--- src/rtl/cfs_rx_ctrl.sv ---
// Receive-side controller in front of the aligner RX FIFO: checks each MD RX
// offset/size pair, pushes legal transfers as {size, offset, data}, and answers illegal ones with an error.
module cfs_rx_ctrl #(
  parameter  int ALGN_DATA_WIDTH = 32,
  localparam int BYTES           = ALGN_DATA_WIDTH / 8,
  localparam int OFFSET_WIDTH    = (ALGN_DATA_WIDTH == 8) ? 1 : $clog2(BYTES),
  localparam int SIZE_WIDTH      = $clog2(BYTES) + 1,
  localparam int PUSH_WIDTH      = ALGN_DATA_WIDTH + OFFSET_WIDTH + SIZE_WIDTH
) (
  input  logic                       clk,
  input  logic                       reset_n,
  input  logic                       md_rx_valid,
  input  logic [ALGN_DATA_WIDTH-1:0] md_rx_data,
  input  logic [OFFSET_WIDTH-1:0]    md_rx_offset,
  input  logic [SIZE_WIDTH-1:0]      md_rx_size,
  output logic                       md_rx_ready,
  output logic                       md_rx_err,
  output logic                       push_valid,
  output logic [PUSH_WIDTH-1:0]      push_data,
  input  logic                       push_ready,
  input  logic                       drop_cnt_clr,
  output logic [7:0]                 drop_cnt,
  output logic                       drop_max
);

  typedef enum logic [1:0] {
    IDLE,
    PUSH,
    RESP
  } state_e;

  // One extra bit so offset + size and BYTES + offset cannot wrap.
  localparam int CHK_WIDTH = SIZE_WIDTH + 1;

  state_e                  state_q, state_d;
  logic                    push_valid_q, push_valid_d;
  logic [PUSH_WIDTH-1:0]   push_data_q, push_data_d;
  logic                    ready_q, ready_d;
  logic                    err_q, err_d;
  logic [7:0]              drop_cnt_q, drop_cnt_d;
  logic                    drop_max_q, drop_max_d;

  logic [CHK_WIDTH-1:0]    off_ext, size_ext, bytes_ext, span, mod_base, divisor;
  logic                    is_legal;
  logic                    drop_inc;

  // NOTE: combinational blocks use blocking '=' and assign every output a
  // default first, so no path leaves a signal unassigned and no latch is inferred.
  always_comb begin
    off_ext   = CHK_WIDTH'(md_rx_offset);
    size_ext  = CHK_WIDTH'(md_rx_size);
    bytes_ext = CHK_WIDTH'(BYTES);
    span      = off_ext + size_ext;
    mod_base  = bytes_ext + off_ext;
    divisor   = (size_ext == '0) ? CHK_WIDTH'(1) : size_ext;
    is_legal  = (size_ext != '0) && (span <= bytes_ext) && ((mod_base % divisor) == '0);
  end

  assign drop_inc = (state_q == IDLE) && md_rx_valid && !is_legal;

  always_comb begin
    state_d      = state_q;
    push_valid_d = push_valid_q;
    push_data_d  = push_data_q;
    ready_d      = 1'b0;
    err_d        = 1'b0;

    unique case (state_q)
      IDLE: begin
        if (md_rx_valid) begin
          if (is_legal) begin
            push_data_d  = {md_rx_size, md_rx_offset, md_rx_data};
            push_valid_d = 1'b1;
            state_d      = PUSH;
          end else begin
            // Response is registered here so it appears in the very next cycle.
            ready_d = 1'b1;
            err_d   = 1'b1;
            state_d = RESP;
          end
        end
      end
      PUSH: begin
        if (push_valid_q && push_ready) begin
          push_valid_d = 1'b0;
          ready_d      = 1'b1;
          err_d        = 1'b0;
          state_d      = RESP;
        end
      end
      RESP: begin
        state_d = IDLE;
      end
      default: state_d = IDLE;
    endcase
  end

  always_comb begin
    drop_cnt_d = drop_cnt_q;
    drop_max_d = 1'b0;
    if (drop_cnt_clr) begin
      drop_cnt_d = drop_inc ? 8'd1 : 8'd0;
    end else if (drop_inc && (drop_cnt_q != 8'hFF)) begin
      drop_cnt_d = drop_cnt_q + 8'd1;
      drop_max_d = (drop_cnt_q == 8'hFE);
    end
  end

  // NOTE: sequential state uses non-blocking '<='; push_data is a plain
  // register (not a memory), so it is reset along with every other output.
  always_ff @(posedge clk or negedge reset_n) begin
    if (!reset_n) begin
      state_q      <= IDLE;
      push_valid_q <= 1'b0;
      push_data_q  <= '0;
      ready_q      <= 1'b0;
      err_q        <= 1'b0;
      drop_cnt_q   <= 8'd0;
      drop_max_q   <= 1'b0;
    end else begin
      state_q      <= state_d;
      push_valid_q <= push_valid_d;
      push_data_q  <= push_data_d;
      ready_q      <= ready_d;
      err_q        <= err_d;
      drop_cnt_q   <= drop_cnt_d;
      drop_max_q   <= drop_max_d;
    end
  end

  assign md_rx_ready = ready_q;
  assign md_rx_err   = err_q;
  assign push_valid  = push_valid_q;
  assign push_data   = push_data_q;
  assign drop_cnt    = drop_cnt_q;
  assign drop_max    = drop_max_q;

endmodule

--- config.mk ---
export PLATFORM = sky130hd
export DESIGN_NAME = cfs_rx_ctrl
export DESIGN_NICKNAME = d
export VERILOG_FILES = /design/src/rtl/cfs_rx_ctrl.sv
export SDC_FILE = /design/constraint.sdc
export NUM_CORES = 1
export LEC_CHECK = 0
export ABC_AREA = 1
export BUFFER_PORTS_ARGS = -buffer_cell sky130_fd_sc_hd__buf_2
export CORE_ASPECT_RATIO = 1.2
export CORE_MARGIN = 2
export CORE_UTILIZATION = 51
export CTS_CLUSTER_DIAMETER = 80
export DETAILED_ROUTE_END_ITERATION = 10
export PLACE_DENSITY = 0.85
export SYNTH_ARGS = -nofsm -noshare
export SYNTH_HDL_FRONTEND = slang
export SYNTH_SLANG_ARGS = --single-unit
--- constraint.sdc ---
create_clock -name clk -period 1.6 [get_ports clk]
set_input_delay 0.08 -clock clk [delete_from_list [all_inputs] [get_ports clk]]
set_output_delay 0.08 -clock clk [all_outputs]
set_load 0.1 [all_outputs]
==> results.md, run 1 <==
* Outcome: finished, violations left
* Failing checks: negative hold slack, negative setup slack
* Vias/cell at 5.15
* Syn avg cell area at 8.46 um^2
* DP Wirelength at 4560 um
* GPL Wtd Cong at 0.853
* Post-synth EDFFs at 0
* Initial antenna violation count at 0
* CP max FO at 11
* CTS Sinks at 51
* CTS tree: built
* Number of global-route vias before repair at 2680
* Via count at 2733
* Hold crit path type: input pin to register
* I/O Pins at 91
* Drt drc at 0
* CP Data Required Time at 1790 ps
* Max Buffers Root-to-Sink at 2
* Worst hold slack at -0.651 ps
* Post-DR wirelength/cell at 14.9 um
* Top cells by area, synth: dfrtp_1 45%, nand2_1 12%, o21ai_2 9.3%
* Ys flop type: dfrtp_1
* Initial core utilization at 0.531
* Setup CP Type: input pin to register
* Final Max Slew Viols at 0
* Min-delay src: md_rx_data[13]
* R2R Path Start: state_q[1]
* Cells on worst reg2reg path at 8
* Maxcap violations at 0
* Rows at 29
* CP startpoint: md_rx_size[2]
* Core Box Area at 5330 um^2
* Crit path largest cell delay at 530 ps
* Worst path depth at 21
* Leak at 2.34 nW
* FMAX at 0.403 GHz
* Final hold vios at 1
* Part of the cycle the worst path needs at 1.55
* Final core occ at 0.788
* Final setup margin at -883 ps
* Synth area leader: dfrtp_1
* Most used cell, CP: nor2_4
* Max VDD drop at 1.11 mV
* Crit path buf inv count at 5
* Mapped Cells at 335
* Crit start category: input pin
* Port Buffers at 90
* Synth Register Bits at 51
* Pwr Density at 2000 nW/um^2
* Count of cell types in the netlist at 26
* Clk_skew at 14.7 ps
* Area Overhead vs Synth at 48.4%
* Chip width at 72.0 um
* H-tree Lvls at 2
* Antenna diode instance count at 0
* Yosys warning total at 0
* CTS clk-pin slew, worst paths at 110 ps
* Tmin final at 2480 ps
* Top Family by Delay on Critical Path: simple AND/OR/NAND/NOR gates
* Flop-to-flop setup slack at 10 ps
* Largest net degree at the start of global routing at 52
* Initial DRC count at 128
* Share of the synthesized area in the top cell type at 0.451
* GRT overflow at 0
* Drt pass-1 iters at 4
* Slowest-stage cell, CP: fa_2
* Finish-stage setup viols at 51
* DRT Wirelength at 7910 um
* RSZ-0062 raised after global routing: true
* Final TNS setup at -42010 ps
* Nets at 522
* Reg2reg end: push_data[22]
* Critical path cell sequence: buf_6 -> nor2_4 -> nor2_4 -> inv_2 -> ha_4 -> nor2_4 -> nand2_2 -> nand2_4 -> nand3_4 -> nand2_4 -> inv_2 -> fa_2 -> nand2_2 -> o21ai_4 -> nand3_2 -> nor2_4 -> nand3_4 -> buf_6 -> buf_12 -> nand2_1 -> o21ai_1
* Root Buffer: clkbuf_8
* Total CTS buffers at 5
* Syn Nets at 389
* Register area share after synthesis at 0.451
* FFs w/ async S/R, synth at 1.00
* Worst-Skew Late Latency at 310 ps
* Max_slew headroom at 0.570
* Worst slew pin tran at 645 ps
* Worst setup path endpoint: push_data[22]
* Type of destination of the critical path: register
* Share of cells above drive strength 1 at 0.510
* Die height at 85.6 um
* Die footprint at 6170 um^2
* Mapped Area at 2830 um^2
* Worst Path Arrival at 2670 ps
* First-pass GRT wire length at 12200 um
* Final antenna-violating net count at 0
* All-layer global routing usage at 0.249
[worst reg2reg max path: cells and delay by family, from the launching register on]
kind | cells | cell delay (ps)
AO/OA/AOI/OAI | 1 | 70
buffers and inverters | 3 | 390
flip-flops | 1 | 400
AND/OR/NAND/NOR | 4 | 620
[synthesized netlist by cell type (2+ instances only)]
library cell / n
nand2_1: 89
inv_1: 58
dfrtp_1: 51
o21ai_2: 30
nor2_1: 25
nand3_1: 17
ha_1: 10
buf_6: 7
o21ai_1: 7
o21ai_0: 6
nand2_2: 4
xor2_1: 4
a21oi_1: 3
clkbuf_1: 3
nand3_2: 3
xnor2_1: 3
fa_1: 2
nand2_4: 2
nand3_4: 2
nand4_1: 2
o21bai_1: 2
[layout by cell type, fill, tap and decap left out, types with 3 or more instances in the layout]
cell type	instances
a21oi_1	3
buf_12	4
buf_16	3
buf_2	88
buf_4	29
buf_6	6
clkbuf_8	5
dfrtp_1	51
dlygate4sd3_1	4
ha_1	7
ha_4	3
inv_1	53
inv_2	6
nand2_1	59
nand2_2	29
nand2_4	6
nand3_1	15
nand3_4	6
nor2_1	18
nor2_4	7
o21ai_1	7
o21ai_2	33
xor2_1	4
[power by group]
group	internal, mW	total [mW]	switching [mW]
clock network	0.472	0.913	0.441
logic	1.10	5.43	4.33
registers	1.73	2.07	0.333
[through the flow]
stage	hold slack [ps]	area (um^2)	std cells	setup WS, ps	total power, mW
final	-0.651	4200	531	-883	8.41
after global routing	2.06	4200	531	-1010	8.72
after CTS	1.13	4090	527	-794	8.21
after detailed placement	232	3560	502	-1210	7.01
after global placement	218	3560	502	-1100	6.92
after floorplan	-216	2900	335	-863	6.14
[cells by family after synthesis]
group	synth area share
compound gates	0.126
other cells	0.00132
buf+inv	0.112
xor+xnor	0.0216
fa+ha+maj	0.0583
flops	0.451
simple gates	0.230
[how the worst min path moves through the flow]
stage / to / slack (ps) / cells after the start
2_1_floorplan: drop_cnt[0] / -220 / 0
3_3_place_gp: push_data[25] / 220 / 2
3_5_place_dp: push_data[25] / 230 / 2
4_1_cts: push_data[13] / 1 / 3
5_1_grt: push_data[19] / 2 / 3
6_report: push_data[13] / -0.7 / 3
[registers in the layout, indices dropped and copies added, names as in the netlist]
| name | flops |
|---|---|
| push_valid | 1 |
| drop_cnt | 8 |
| md_rx_ready | 1 |
| state_q | 2 |
| drop_max | 1 |
| md_rx_err | 1 |
| push_data | 37 |
[metal layers]
layer	track usage	vias to the layer above	part of all wire
met4	0.108	0	0.024
met1	0.289	1322	0.38
met5	0	-	0
met2	0.454	92	0.56
li1	-	1303	-
met3	0.0306	16	0.039
[layout make-up]
class	instances	area, um^2
Fill cell	310	1130
Clock buffer	5	68.8
Timing Repair Buffer	136	976
Tap cell	62	77.6
Multi-Input combinational cell	215	1540
Sequential cell	51	1280
Inverter	59	221
Clock inverter	3	46.3
[what timing repair did]
| item | CTS | global route |
|---|---|---|
| hold buffers | 3 | 1 |
| endpoints found under the setup margin | 51 | 51 |
| buffers inserted | 9 | 3 |
| pin swaps | 20 | 12 |
| gates resized for setup | 57 | 14 |
| hold endpoints to repair | 53 | 1 |
| gates cloned | 5 | 0 |
(Power assumes the default switching activity.)
==> inputs of run 2 (changes only) <==
Settings changed: BUFFER_PORTS_ARGS -buffer_cell sky130_fd_sc_hd__buf_2 to -buffer_cell sky130_fd_sc_hd__buf_4, CORE_UTILIZATION 51 to 45, PLACE_DENSITY 0.85 to 0.77.
==> run 2 against run 1 <==
  * The flow finishes with violations (negative setup slack)
  * Non-clock buffer count down 5
  * Total power up 2.3%
  * Critical path depth unchanged
  * Count of clock-buffer cells in the layout unchanged
  * Maximum frequency down 0.68%
  * Clock power down 6.2%
  * Utilization down 6.5 points
  * Worst hold slack better by 25 ps
  * Final cell count up 2.6%
  * Sequential power up 3%
  * Register-to-register slack worse by 20 ps
  * Critical endpoint is now push_data[33]
  * Highest routed layer unchanged
==> results.md, run 2 (synthesis gave the netlist of run 1 again) <==
* Root Buffer: clkbuf_8
* Finish-stage setup viols at 51 (unchanged)
* Largest net degree at the start of global routing at 52 (unchanged)
* I/O Pins at 91 (unchanged)
* Max VDD drop at 1.45 mV (+31%)
* Type of destination of the critical path: register
* Drt drc at 0 (unchanged)
* Max Buffers Root-to-Sink at 2 (unchanged)
* Via count at 2601 (-4.8%)
* Core Box Area at 6050 um^2 (+13%)
* Initial core utilization at 0.468 (-0.0629)
* Fill count at 455 (+47%)
* Post-DR wirelength/cell at 13.6 um (-9.0%)
* Initial antenna violation count at 0 (unchanged)
* Worst Path Arrival at 2690 ps (+20 ps)
* Worst setup path endpoint: push_data[33]
* Total CTS buffers at 5 (unchanged)
* Max_slew headroom at 0.583 (+0.0136)
* Pwr Density at 1970 nW/um^2 (-1.8%)
* Antenna diode instance count at 0 (unchanged)
* H-tree Lvls at 2 (unchanged)
* Share of cells above drive strength 1 at 0.510 (about the same)
* Vias/cell at 4.77 (-7.3%)
* CP Data Required Time at 1790 ps (about the same)
* Setup CP Type: input pin to register
* Clk_skew at 9.43 ps (-5.26 ps)
* Cells on worst reg2reg path at 8 (unchanged)
* Pre-CTS setup slack at -1240 ps (-23.7 ps)
* Tmin final at 2500 ps (+17.0 ps)
* Final setup margin at -900 ps (-17.0 ps)
* Final core occ at 0.723 (-0.0646)
* Chip width at 76.4 um (+6.1%)
* Port Buffers at 90 (unchanged)
* CTS Sinks at 51 (unchanged)
* Rows at 31 (+6.9%)
* Final Max Slew Viols at 0 (unchanged)
* Reg2reg end: push_data[33]
* Part of the cycle the worst path needs at 1.56 (+0.0106)
* Hold crit path type: input pin to register
* CTS tree: built
* CP startpoint: md_rx_size[1]
* Number of global-route vias before repair at 2633 (-1.8%)
* Final hold vios at 0 (-1)
* FMAX at 0.400 GHz (-0.68%)
* Outcome: finished, violations left
* Placed cells at 520 (+3.6%)
* Most common cell after layout, fill and taps aside: buf_4
* Area Overhead vs Synth at 54.5%
* Nets at 517 (-0.96%)
* Max reg flops at 37 (unchanged)
* Maxcap violations at 0 (unchanged)
* Die footprint at 6950 um^2 (+13%)
* Commonest non-fill, non-tap cells in the layout: 118 x buf_4, 55 x inv_1, 54 x nand2_1
* GPL Wtd Cong at 0.871 (+2.1%)
* DRT Wirelength at 7390 um (-6.6%)
* Flop-to-flop setup slack at -10 ps (-20 ps)
* Non-Filler Instances at 545 (+2.6%)
* CP max FO at 5 (-6)
* Drt pass-1 iters at 4 (unchanged)
* Worst-Skew Late Latency at 290 ps (-20 ps)
* RSZ-0062 raised after global routing: true
* Final antenna-violating net count at 0 (unchanged)
* CTS clk-pin slew, worst paths at 90 ps (-20 ps)
* First-pass GRT wire length at 11900 um (-2.1%)
* Initial DRC count at 90 (-30%)
* Worst slew pin tran at 625 ps (-20.5 ps)
* Leak at 2.36 nW (+0.86%)
* Failing checks: negative setup slack
* Die height at 90.9 um (+6.2%)
* GRT overflow at 0 (unchanged)
* All-layer global routing usage at 0.211 (-0.0378)
* R2R Path Start: state_q[1]
* Crit start category: input pin
* DP Wirelength at 4950 um (+8.5%)
## run 2: final cells by class
cell class,instances,area (um^2),area share
Tap cell,82,103,0.0234
Multi-Input combinational cell,215,1540,0.352
Clock buffer,5,68.8,0.0157
Clock inverter,2,37.5,0.00858
Sequential cell,51,1280,0.292
Timing Repair Buffer,131,1130,0.258
Inverter,59,221,0.0506
## run 2: how the worst min path moves through the flow
stage                         from            end  slack (ps)  cells after the start
floorplan                  reset_n    drop_cnt[0]        -220                      0
global placement           reset_n  push_data[11]         140                      1
detailed placement         reset_n  push_data[13]         140                      1
CTS                  md_rx_data[5]   push_data[5]          20                      3
global route        md_rx_data[13]  push_data[13]          20                      3
finish              md_rx_data[21]  push_data[21]          20                      3
## run 2: layer usage
metal  vias up  routed length, um  share of wire  GRT usage
met5         -                  0              0          0
met4         0                 68         0.0092     0.0621
met3         6                276          0.037     0.0360
met2        65               4160           0.56      0.408
met1      1241               2880           0.39      0.232
li1       1289                  -              -          -
## run 2: per-stage QoR
step | area, um^2 | hold WS (ps) | total power, mW | setup TNS (ps)
after floorplan | 2900 | -216 | 6.14 | -40770
after global placement | 3790 | 141 | 7.23 | -50080
after detailed placement | 3790 | 145 | 7.34 | -57860
after CTS | 4210 | 16.2 | 8.36 | -40890
after global routing | 4380 | 21.4 | 8.97 | -49190
final | 4380 | 23.9 | 8.60 | -41380
## run 2: timing repair
action                                 4_1_cts  5_1_grt
endpoints found under the hold margin       51        0
buffers inserted                            10        3
hold buffers                                 1        0
setup endpoints to repair                   51       51
cloned                                       6        1
pin swaps                                   12        7
gates resized for setup                     23       50
## run 2: where the power goes
group | switching, mW | leakage (nW) | total [mW] | internal [mW]
combinational | 4.25 | 1.65 | 5.62 | 1.37
clock | 0.398 | 0.0502 | 0.856 | 0.457
sequential | 0.392 | 0.661 | 2.13 | 1.74
total | 5.04 | 2.36 | 8.60 | 3.56
## run 2: critical path, cell delays in order
cell and delay, ps:
buf_6 100, nor2_4 120, nor2_4 50, inv_2 60, ha_4 200, nor2_4 90, nand2_2 70, nand2_4 90
nand3_2 90, nand2_4 100, inv_2 40, fa_2 530, nand2_2 50, o21ai_1 120, nand3_1 90, nor2_2 180
nand3_4 140, buf_12 190, clkbuf_16 160, nand2_1 70, o21ai_2 50
